## src/rtl/wb_rr_arbiter.sv

```systemverilog
// Round-robin arbiter with registered one-hot grant.
// The current owner is kept while i_hold is high. Otherwise the search starts just after the last owner.
module wb_rr_arbiter #(
  parameter int num_requests = 2,
  localparam int IW = (num_requests > 1) ? $clog2(num_requests) : 1
) (
  input  logic                    clk,
  input  logic                    rst_n,
  input  logic [num_requests-1:0] i_request,
  input  logic                    i_hold,
  output logic [num_requests-1:0] o_grant,
  output logic [IW-1:0]           o_sel
);

  logic [num_requests-1:0] r_grant;
  logic [IW-1:0]           r_last;
  logic [num_requests-1:0] w_next_grant;
  logic [IW-1:0]           w_next_idx;
  logic                    w_found;

  // Candidate offset i maps to index j when last+i equals j, either directly or wrapped by one lap.
  always_comb begin
    w_next_grant = '0;
    w_next_idx   = r_last;
    w_found      = 1'b0;
    for (int i = 1; i <= num_requests; i++) begin
      for (int j = 0; j < num_requests; j++) begin
        if (!w_found && i_request[j] &&
            ((int'(r_last) + i == j) || (int'(r_last) + i == j + num_requests))) begin
          w_found         = 1'b1;
          w_next_grant[j] = 1'b1;
          w_next_idx      = IW'(j);
        end
      end
    end
  end

  always_ff @(posedge clk or negedge rst_n) begin
    if (!rst_n) begin
      r_grant <= '0;
      r_last  <= IW'(num_requests - 1);
    end else if (!i_hold) begin
      r_grant <= w_next_grant;
      if (w_found) begin
        r_last <= w_next_idx;
      end
    end
  end

  assign o_grant = r_grant;
  assign o_sel   = r_last;

endmodule

```

## src/rtl/wb_arbiter.sv

```systemverilog
// Wishbone B3 N-to-1 arbiter. The grant lasts for the owner's whole cyc.
// Slave-bound signals are muxed from the owner. Responses are routed back only to the owner.
module wb_arbiter #(
  parameter int dw          = 32,
  parameter int aw          = 32,
  parameter int num_masters = 2,
  localparam int SW = dw / 8,
  localparam int IW = (num_masters > 1) ? $clog2(num_masters) : 1
) (
  input  logic                      wb_clk_i,
  input  logic                      wb_rst_i,
  input  logic [num_masters*aw-1:0] wbm_adr_i,
  input  logic [num_masters*dw-1:0] wbm_dat_i,
  input  logic [num_masters*SW-1:0] wbm_sel_i,
  input  logic [num_masters-1:0]    wbm_we_i,
  input  logic [num_masters-1:0]    wbm_cyc_i,
  input  logic [num_masters-1:0]    wbm_stb_i,
  input  logic [num_masters*3-1:0]  wbm_cti_i,
  input  logic [num_masters*2-1:0]  wbm_bte_i,
  output logic [num_masters*dw-1:0] wbm_dat_o,
  output logic [num_masters-1:0]    wbm_ack_o,
  output logic [num_masters-1:0]    wbm_err_o,
  output logic [num_masters-1:0]    wbm_rty_o,
  output logic [aw-1:0]             wbs_adr_o,
  output logic [dw-1:0]             wbs_dat_o,
  output logic [SW-1:0]             wbs_sel_o,
  output logic                      wbs_we_o,
  output logic                      wbs_cyc_o,
  output logic                      wbs_stb_o,
  output logic [2:0]                wbs_cti_o,
  output logic [1:0]                wbs_bte_o,
  input  logic [dw-1:0]             wbs_dat_i,
  input  logic                      wbs_ack_i,
  input  logic                      wbs_err_i,
  input  logic                      wbs_rty_i
);

  logic [num_masters-1:0] w_grant;
  logic [IW-1:0]          w_sel;
  logic                   w_any;
  logic                   w_hold;
  logic [aw-1:0]          w_adr [num_masters];
  logic [dw-1:0]          w_dat [num_masters];
  logic [SW-1:0]          w_bsel [num_masters];
  logic [2:0]             w_cti [num_masters];
  logic [1:0]             w_bte [num_masters];

  assign w_hold = |(w_grant & wbm_cyc_i);
  assign w_any  = |w_grant;

  wb_rr_arbiter #(
    .num_requests(num_masters)
  ) u_rr (
    .clk      (wb_clk_i),
    .rst_n    (wb_rst_i),
    .i_request(wbm_cyc_i),
    .i_hold   (w_hold),
    .o_grant  (w_grant),
    .o_sel    (w_sel)
  );

  for (genvar gi = 0; gi < num_masters; gi++) begin : g_split
    assign w_adr[gi]  = wbm_adr_i[gi*aw +: aw];
    assign w_dat[gi]  = wbm_dat_i[gi*dw +: dw];
    assign w_bsel[gi] = wbm_sel_i[gi*SW +: SW];
    assign w_cti[gi]  = wbm_cti_i[gi*3 +: 3];
    assign w_bte[gi]  = wbm_bte_i[gi*2 +: 2];
    assign wbm_dat_o[gi*dw +: dw] = wbs_dat_i;
  end

  // The last-owner index doubles as the mux select, but only while a grant is active.
  assign wbs_adr_o = w_any ? w_adr[w_sel]  : '0;
  assign wbs_dat_o = w_any ? w_dat[w_sel]  : '0;
  assign wbs_sel_o = w_any ? w_bsel[w_sel] : '0;
  assign wbs_cti_o = w_any ? w_cti[w_sel]  : '0;
  assign wbs_bte_o = w_any ? w_bte[w_sel]  : '0;
  assign wbs_we_o  = w_any & wbm_we_i[w_sel];
  assign wbs_cyc_o = w_any & wbm_cyc_i[w_sel];
  assign wbs_stb_o = w_any & wbm_stb_i[w_sel];

  assign wbm_ack_o = {num_masters{wbs_ack_i}} & w_grant;
  assign wbm_err_o = {num_masters{wbs_err_i}} & w_grant;
  assign wbm_rty_o = {num_masters{wbs_rty_i}} & w_grant;

endmodule

```

## config.mk

```make
export PLATFORM = sky130hd
export DESIGN_NAME = wb_arbiter
export DESIGN_NICKNAME = d
export VERILOG_FILES = /design/src/rtl/wb_rr_arbiter.sv /design/src/rtl/wb_arbiter.sv
export SDC_FILE = /design/constraint.sdc
export NUM_CORES = 1
export LEC_CHECK = 0
export BUFFER_PORTS_ARGS = -buffer_cell sky130_fd_sc_hd__buf_2
export CAP_MARGIN = 5
export CORE_AREA = 2 2 132 134
export DETAILED_ROUTE_END_ITERATION = 8
export DIE_AREA = 0 0 134 136
export PLACE_DENSITY = 0.37
export SLEW_MARGIN = 5
export SYNTH_ARGS = -nofsm -noshare
export SYNTH_HDL_FRONTEND = slang
export SYNTH_SLANG_ARGS = --single-unit
```

## constraint.sdc

```tcl
create_clock -name wb_clk_i -period 2.9 [get_ports wb_clk_i]
set_input_delay 0.435 -clock wb_clk_i [delete_from_list [all_inputs] [get_ports wb_clk_i]]
set_output_delay 0.435 -clock wb_clk_i [all_outputs]
set_load 0.05 [all_outputs]
```

After elaboration in Yosys (flattened, before gate mapping)
Cells that the tools add are included.
{ "classes": {"muxes": 37, "n_div": 0, "n_addsub": 2, "eq_ne": 6, "n_lt_le_gt_ge": 2, "n_reduce_logical": 20, "n_shift": 0, "n_bitwise": 9, "n_mul": 0} }
{ "ops": {"columns": ["cell", "n"], "rows": [
  ["2-to-1 mux 32 bit", 8],
  ["== test 32 x 3 -> 1 bit, second input constant", 4],
  ["== test 32 x 2 -> 1 bit, second input constant", 2],
  ["zero test 32 bit", 2],
  ["2-to-1 mux 1 bit", 17],
  ["2-to-1 mux 4 bit", 4],
  ["2-to-1 mux 3 bit", 4],
  ["bitwise AND 2 bit", 4],
  ["2-to-1 mux 2 bit", 4],
  ["logical AND 1 bit", 7],
  ["logical OR 1 bit", 4],
  ["nonzero test 4 bit", 1],
  ["OR reduction 2 bit", 2],
  ["adder 1 x 2 -> 3 bit, second input constant", 1],
  ["bitwise AND 1 bit", 3],
  ["zero test 1 bit", 3],
  ["AND reduction 3 bit", 1],
  ["adder 1 x 1 -> 2 bit, second input constant", 1],
  ["greater-or-equal comparator 2 bit, second input constant", 1],
  ["less-than comparator 1 x 2 -> 1 bit, second input constant", 1],
  ["inverter 1 -> 2 bit", 1],
  ["inverter 1 bit", 1]
]} }
{ "totals": {"regBits": 3, "memories": 0, "romBits": 0, "output_inout_bits": 146, "mem_bits_rw": 0, "latch_bits": 0, "in_bits": 189} }

Depth between registers and ports, before layout
Gate-level depths: netlist (run 1).
{ "logic_depth": {"word_depth": 18, "mapped_depth": 5} }

By module
A second synthesis (run 1) with hierarchy kept.
{ "hier_totals": {"hier_cells": 252, "area_unflattened_um2": 1873.0} }
{ "modules_own_cells": {"columns": ["module", "area_each_um2", "cells_per_inst", "instances"], "rows": [
  ["wb_arbiter", 1745.4, 241, 1],
  ["wb_rr_arbiter", 127.6, 11, 1]
]} }

Worst setup path before layout (run 1)
Ideal clock, no wire load.
{ "synth_timing": {"kind": "reg2out", "start": "register u_rr.r_last, in the netlist u_rr.o_sel", "end": "output wbs_dat_o[22]", "setup_slack_ps": 835, "t_required_ps": 2465, "path_stages_with_launch": 6, "t_arrival_ps": 1630, "path_cell_list": "dfstp_2 -> buf_6 -> buf_6 -> buf_8 -> mux2i_1 -> nor2_1"} }
{ "synth_between": {"elab_chain_cells": 5} }
{ "synth_lines": {"columns": ["item", "line_no", "text"], "rows": [
  ["from (decl)", "wb_rr_arbiter.sv:16", "logic [IW-1:0] r_last;"],
  ["from (signal assigned)", "wb_rr_arbiter.sv:41", "r_last <= IW'(num_requests - 1);"],
  ["from (signal assigned)", "wb_rr_arbiter.sv:45", "r_last <= w_next_idx;"],
  ["inverter 1 -> 2 bit (not written as such)", "wb_arbiter.sv:73", "assign wbs_dat_o = w_any ? w_dat[w_sel] : '0;"],
  ["2-to-1 mux 32 bit (not written as such) (3 in series)", "wb_arbiter.sv:73", null],
  ["2-to-1 mux 32 bit", "wb_arbiter.sv:73", null],
  ["to (decl)", "wb_arbiter.sv:25", "output logic [dw-1:0] wbs_dat_o,"]
]} }
No other way between the ends. The select of a mux whose other input is x is not followed.

Final worst setup path (run 1)
{ "layout_timing": {"start": "register u_rr.r_last, in the netlist u_rr.o_sel", "end": "output wbs_dat_o[31]"} }
Same word-level chain as after synthesis.

==> results of run 1 <==
-- registers in the layout (all words and copies together) (netlist names) --
register and cells:
u_rr.o_grant 2, u_rr.o_sel 1
-- metal layers --
layer,track usage,vias to the layer above
met5,0,-
met4,0.0290,0
met3,0.0194,38
met2,0.141,144
met1,0.0829,962
li1,-,1099
-- cell usage in the layout, fill, tap and decap left out --
| master | instances |
|---|---|
| a211o_1 | 1 |
| a21oi_1 | 3 |
| a31oi_1 | 2 |
| and2_1 | 6 |
| buf_12 | 2 |
| buf_2 | 238 |
| buf_4 | 3 |
| clkbuf_1 | 1 |
| clkbuf_16 | 3 |
| dfrtp_1 | 2 |
| dfstp_4 | 1 |
| inv_1 | 1 |
| inv_2 | 1 |
| mux2i_1 | 76 |
| nand2_1 | 1 |
| nor2_1 | 76 |
| nor2_4 | 1 |
| nor2b_1 | 1 |
| or2_1 | 1 |
-- critical path, stage by stage (launching register included) --
cell,delay (ns)
dfstp_4,0.88
buf_12,0.27
mux2i_1,0.24
nor2_1,0.06
buf_2,0.22
-- power by group --
group | total, mW | internal, mW | switching (mW)
sequential | 0.108 | 0.0549 | 0.0529
clock | 0.221 | 0.182 | 0.0391
combinational | 1.58 | 0.447 | 1.13
-- per-stage QoR --
step,utilization,area (µm²),hold slack [ns],total power [mW]
3_3_place_gp,0.164,2770,0.237,1.71
2_1_floorplan,-,1850,0.139,1.57
6_report,0.169,2850,-0.00183,1.90
3_5_place_dp,0.164,2770,0.235,1.71
4_1_cts,0.169,2850,0.0000326,1.93
5_1_grt,0.169,2850,0.00606,2.00
-- layout make-up --
cell class                      instances  area (µm²)
Timing Repair Buffer                  243        1250
Inverter                                2        7.51
Multi-Input combinational cell        168        1150
Fill cell                            1959       14000
Tap cell                              225         282
Sequential cell                         3        80.1
Clock buffer                            4        78.8
-- worst min-delay path by stage --
stage | startpoint | to | slack [ns] | cells after the start
after global placement | wb_rst_i | u_rr.o_grant[0] | 0.24 | 1
final | wb_rst_i | u_rr.o_grant[1] | -0.002 | 1
after detailed placement | wb_rst_i | u_rr.o_grant[0] | 0.24 | 1
after global routing | wb_rst_i | u_rr.o_grant[1] | 0.006 | 1
after CTS | wb_rst_i | u_rr.o_grant[1] | 0.00003 | 1
after floorplan | wb_rst_i | u_rr.o_grant[0] | 0.14 | 0
-- kinds of logic (layout without fill, tap and decap cells) --
| kind of cell | after synthesis | after routing |
|---|---|---|
| buffers and inverters | 83 | 249 |
| and+or+nand+nor | 86 | 86 |
| AOI/OAI and AO/OA | 6 | 6 |
| muxes | 76 | 76 |
| DFF | 3 | 3 |
==> reports/metrics.yaml, run 1 <==
worstPathMaxFanout: 28
postSynth.asyncResetShare: 1.00
cts_tree: "done"
leakagePower_nw: 1.62
synth_top_family_by_area: "multiplexers"
syn_inst: 254
grt_first_pass_wirelength_um: 11000
drt-met1-wl_um: 2830
grt_start_max_net_pins: 42
synthXorXnorAreaFrac: 0
yosysMostFrequentCell: "nor2_1"
synth_edf_count: 0
drt_wl_total_um: 7930
yosys.area_share.adder: 0
synth_top_cell_area_share: 0.410
synth_commonest_cells: "nor2_1, mux2i_1, buf_4"
cp_data_arrival_time_ns: 1.94
wl_per_cell_um: 12.3
die_area_um2: 18200
hold_path_class: "in2async"
avgSynthCellArea_um2: 7.30
synthSimpleGateAreaFrac: 0.185
rrSetupSlack_ns: 1.60
yosysWarnings: 0
ant_nets: 0
antenna_cells: 0
setup.worst_path.end: "wbs_dat_o[31]"
endpoint_kind: "primary output"
tightest_slew_ns: 0.427
die_w_um: 134
synth_compound_area_frac: 0.0196
nets: 610
r2r_cells: 2
period_minus_slack_ns: 2.37
status: "finished, violations left"
max_freq_mhz: 422
rsz0062_at_grt: "false"
cp-start-kind: "flop"
holdWs_ns: -0.00183
hold_buffers: 0
cts_setup_buffers: 0
grt_pass1_vias: 2030
met3_length_um: 800
synth_mux_area_frac: 0.410
drive_above_1_share: 0.593
row_count: 48
grt_antenna_before_repair: 0
top_layer: "met4"
maxCapViolCount: 0
port_buffers: 238
fin_setup_tns_ns: 0
finalSetupViolCount: 0
dp.cells: 641
numCtsBuffers: 3
worst_slack_ns: 0.529
netlist_area_um2: 1850
area.growth.synth_to_final_pct: 53.6
clk_latency_ns: 0.23
drt_iter0_drc: 71
setup.worst_path.class: "reg2out"
cts_resized: 0
powerDensity_nw_per_um2: 668
wl_met2_um: 4030
core_area_um2: 16900
slew_headroom: 0.715
io_pins: 335
synth_seq_area_share: 0.0412
synth-main-ff-cell: "dfrtp_1"
hold_violations: 2
synthDistinctLibCells: 17
clock_skew_ns: 0.00130
die_height_um: 136
via_per_inst: 3.48
route.detailed.drc: 0
track_usage: 0.0761
startpoint: "u_rr.o_sel"
r2r_start: "u_rr.o_sel"
syn-num-nets: 443
grt_overflow: 0
first_pass_iters: 4
vias: 2243
r2r-end: "u_rr.o_grant[0]"
finalNonFillerCells: 645
gp_congestion: 0.691
final_max_slew_viol_count: 0
cts_root_buf: "clkbuf_16"
violations: "hold timing"
clk_path_buf_depth: 2
cp_data_required_time_ns: 2.47
dpl.hpwl_um: 6860
synth_seq_cells: 3
initial_core_util: 0.110
layout_worst_path_cycle_share: 0.817
yosysTopAreaCell: "mux2i_1"
ir_worst_vdd_mv: 0.190
pre_cts_ws_ns: 0.744
clk_pin_slew_worst_paths_ns: 0.03
clock_sinks: 3
synth_area_leaders: "mux2i_1, buf_4, nor2_1, buf_6, dfrtp_1"
htreeDepth: 1
(Power assumes the default switching activity.)
==> inputs of run 2 (changes only) <==
--- a/config.mk
+++ b/config.mk
@@ -7,10 +7,10 @@
 export LEC_CHECK = 0
 export BUFFER_PORTS_ARGS = -buffer_cell sky130_fd_sc_hd__buf_2
 export CAP_MARGIN = 5
-export CORE_AREA = 2 2 132 134
+export CORE_AREA = 2 2 129 131
 export DETAILED_ROUTE_END_ITERATION = 8
-export DIE_AREA = 0 0 134 136
-export PLACE_DENSITY = 0.37
+export DIE_AREA = 0 0 131 133
+export PLACE_DENSITY = 0.39
 export SLEW_MARGIN = 5
 export SYNTH_ARGS = -nofsm -noshare
 export SYNTH_HDL_FRONTEND = slang
==> constraint.sdc (replaced) <==
create_clock -name wb_clk_i -period 2.27 [get_ports wb_clk_i]
set_input_delay 0.3405 -clock wb_clk_i [delete_from_list [all_inputs] [get_ports wb_clk_i]]
set_output_delay 0.3405 -clock wb_clk_i [all_outputs]
set_load 0.05 [all_outputs]
==> run 2 against run 1 <==
  * The flow now finishes without violations
  * Sequential cell count did not move
  * Core utilization rose by 0.79 points
  * Clock skew fell by 0.00084 ns
  * Register-to-register slack got worse by 0.61 ns
  * Clock-buffer cell count did not move
  * Combinational power rose by 29%
  * Critical endpoint is now wbs_adr_o[16]
  * Highest routed layer unchanged
==> reports/metrics.yaml, run 2 (synthesized netlist as in run 1, its figures left out) <==
area.growth.synth_to_final_pct: 54.1
clk_path_buf_depth: 2
drt_wl_total_um: 6750
first_pass_iters: 4
grtUsageMet2: 0.145
met3_usage: 0.0101
route.detailed.drc: 0
core_area_um2: 16200
nets: 610
drive_above_1_share: 0.590
final_cell_area_um2: 2860
multi_input_area_um2: 1150
tightest_slew_ns: 0.428
final_common_cell: "buf_2"
hold_buffers: 1
power_mw: 2.41
clk_latency_ns: 0.22
grt_use_met1: 0.0626
maxCapViolCount: 0
cp_data_required_time_ns: 1.93
track_usage: 0.0687
clk_pin_slew_worst_paths_ns: 0.03
cp_data_arrival_time_ns: 1.72
ir_worst_vdd_mv: 0.264
leakagePower_nw: 1.63
pre_cts_ws_ns: 0.446
gp_congestion: 0.682
status: "finished, final reports clean"
cp-start-kind: "flop"
grt_first_pass_wirelength_um: 9600
worstPathMaxFanout: 35
grt.busiest_layer: "met2"
antenna_cells: 0
rsz0062_at_grt: "false"
setup.worst_path.class: "reg2out"
endpoint_kind: "primary output"
cts_resized: 0
dpl.hpwl_um: 5640
io_pins: 335
placed_area_um2: 2770
via_per_inst: 3.39
grt_start_max_net_pins: 46
powerDensity_nw_per_um2: 844
htreeDepth: 1
ant_nets: 0
cp_cell_sequence: "buf_12 > mux2i_1 > nor2_1 > buf_2"
cts_root_buf: "clkbuf_16"
dp.cells: 635
worst_slack_ns: 0.207
grt_pass1_vias: 1993
final_core_util: 0.177
port_buffers: 238
finalSetupViolCount: 0
vias: 2167
max_freq_mhz: 485
largest_reg_flops: 2
critPathSlowestCell: "dfstp_4"
grt_antenna_before_repair: 0
row_count: 47
final_max_slew_viol_count: 0
hold_violations: 0
die_height_um: 133
drt_iter0_drc: 55
hold_path_class: "in2reg"
cts_setup_buffers: 0
seqCellArea_um2: 80.1
slew_headroom: 0.715
die_w_um: 131
cp_slowest_stage_delay_ns: 0.63
initial_core_util: 0.115
numCtsBuffers: 3
wl_per_cell_um: 10.5
grt_overflow: 0
holdWs_ns: 0.339
clock_skew_ns: 0.000462
fin_setup_tns_ns: 0
finalNonFillerCells: 640
layout_common_cells: "buf_2, mux2i_1, nor2_1"
cts_tree: "done"
nFillCells: 1853
layout_worst_path_cycle_share: 0.909
clock_sinks: 3
die_area_um2: 17400
period_minus_slack_ns: 2.06
## run 2: changes by cell type in the layout (fill, tap and decap cells not counted)
cell | before | now
buf_12 | 2 | 3
buf_4 | 3 | 1
dlygate4sd3_1 | 0 | 1
## run 2: power by group
group / internal, mW / leakage [nW] / switching, mW
Sequential: 0.0687 / 0.0343 / 0.0189
Combinational: 0.575 / 1.55 / 1.47
Clock: 0.232 / 0.0382 / 0.0486
## run 2: layer usage
metal	wire length [µm]	vias up
li1	-	1101
met4	181	0
met3	605	34
met1	2300	895
met5	0	-
met2	3660	137
## run 2: cell type report
| cell class | count | area share |
|---|---|---|
| tap | 220 | 0.0963 |
| timing repair buffer | 243 | 0.444 |
| inverter | 2 | 0.00263 |
| sequential | 3 | 0.0280 |
| multi-input combinational | 168 | 0.401 |
| clock buffer | 4 | 0.0276 |
## run 2: worst max-delay path, delay by kind of cell (launching register included)
kind                   cells  cell delay [ns]
multiplexers               1             0.12
AND/OR/NAND/NOR            1             0.18
buffers and inverters      2             0.54
flip-flops                 1             0.63
## run 2: worst paths after layout
check | depth (start not counted) | startpoint | slack [ns] | endpoint
worst max-delay path | 4 | u_rr.o_sel | 0.21 | wbs_adr_o[16]
worst min-delay path | 2 | wbm_cyc_i[0] | 0.34 | u_rr.o_sel
worst max register to register | 3 | u_rr.o_sel | 0.99 | u_rr.o_grant[0]
worst min register to register | 2 | u_rr.o_grant[1] | 0.67 | u_rr.o_grant[1]
max in group asynchronous | 2 | wb_rst_i | 1.63 | u_rr.o_sel
min in group asynchronous | 2 | wb_rst_i | 0.45 | u_rr.o_grant[0]
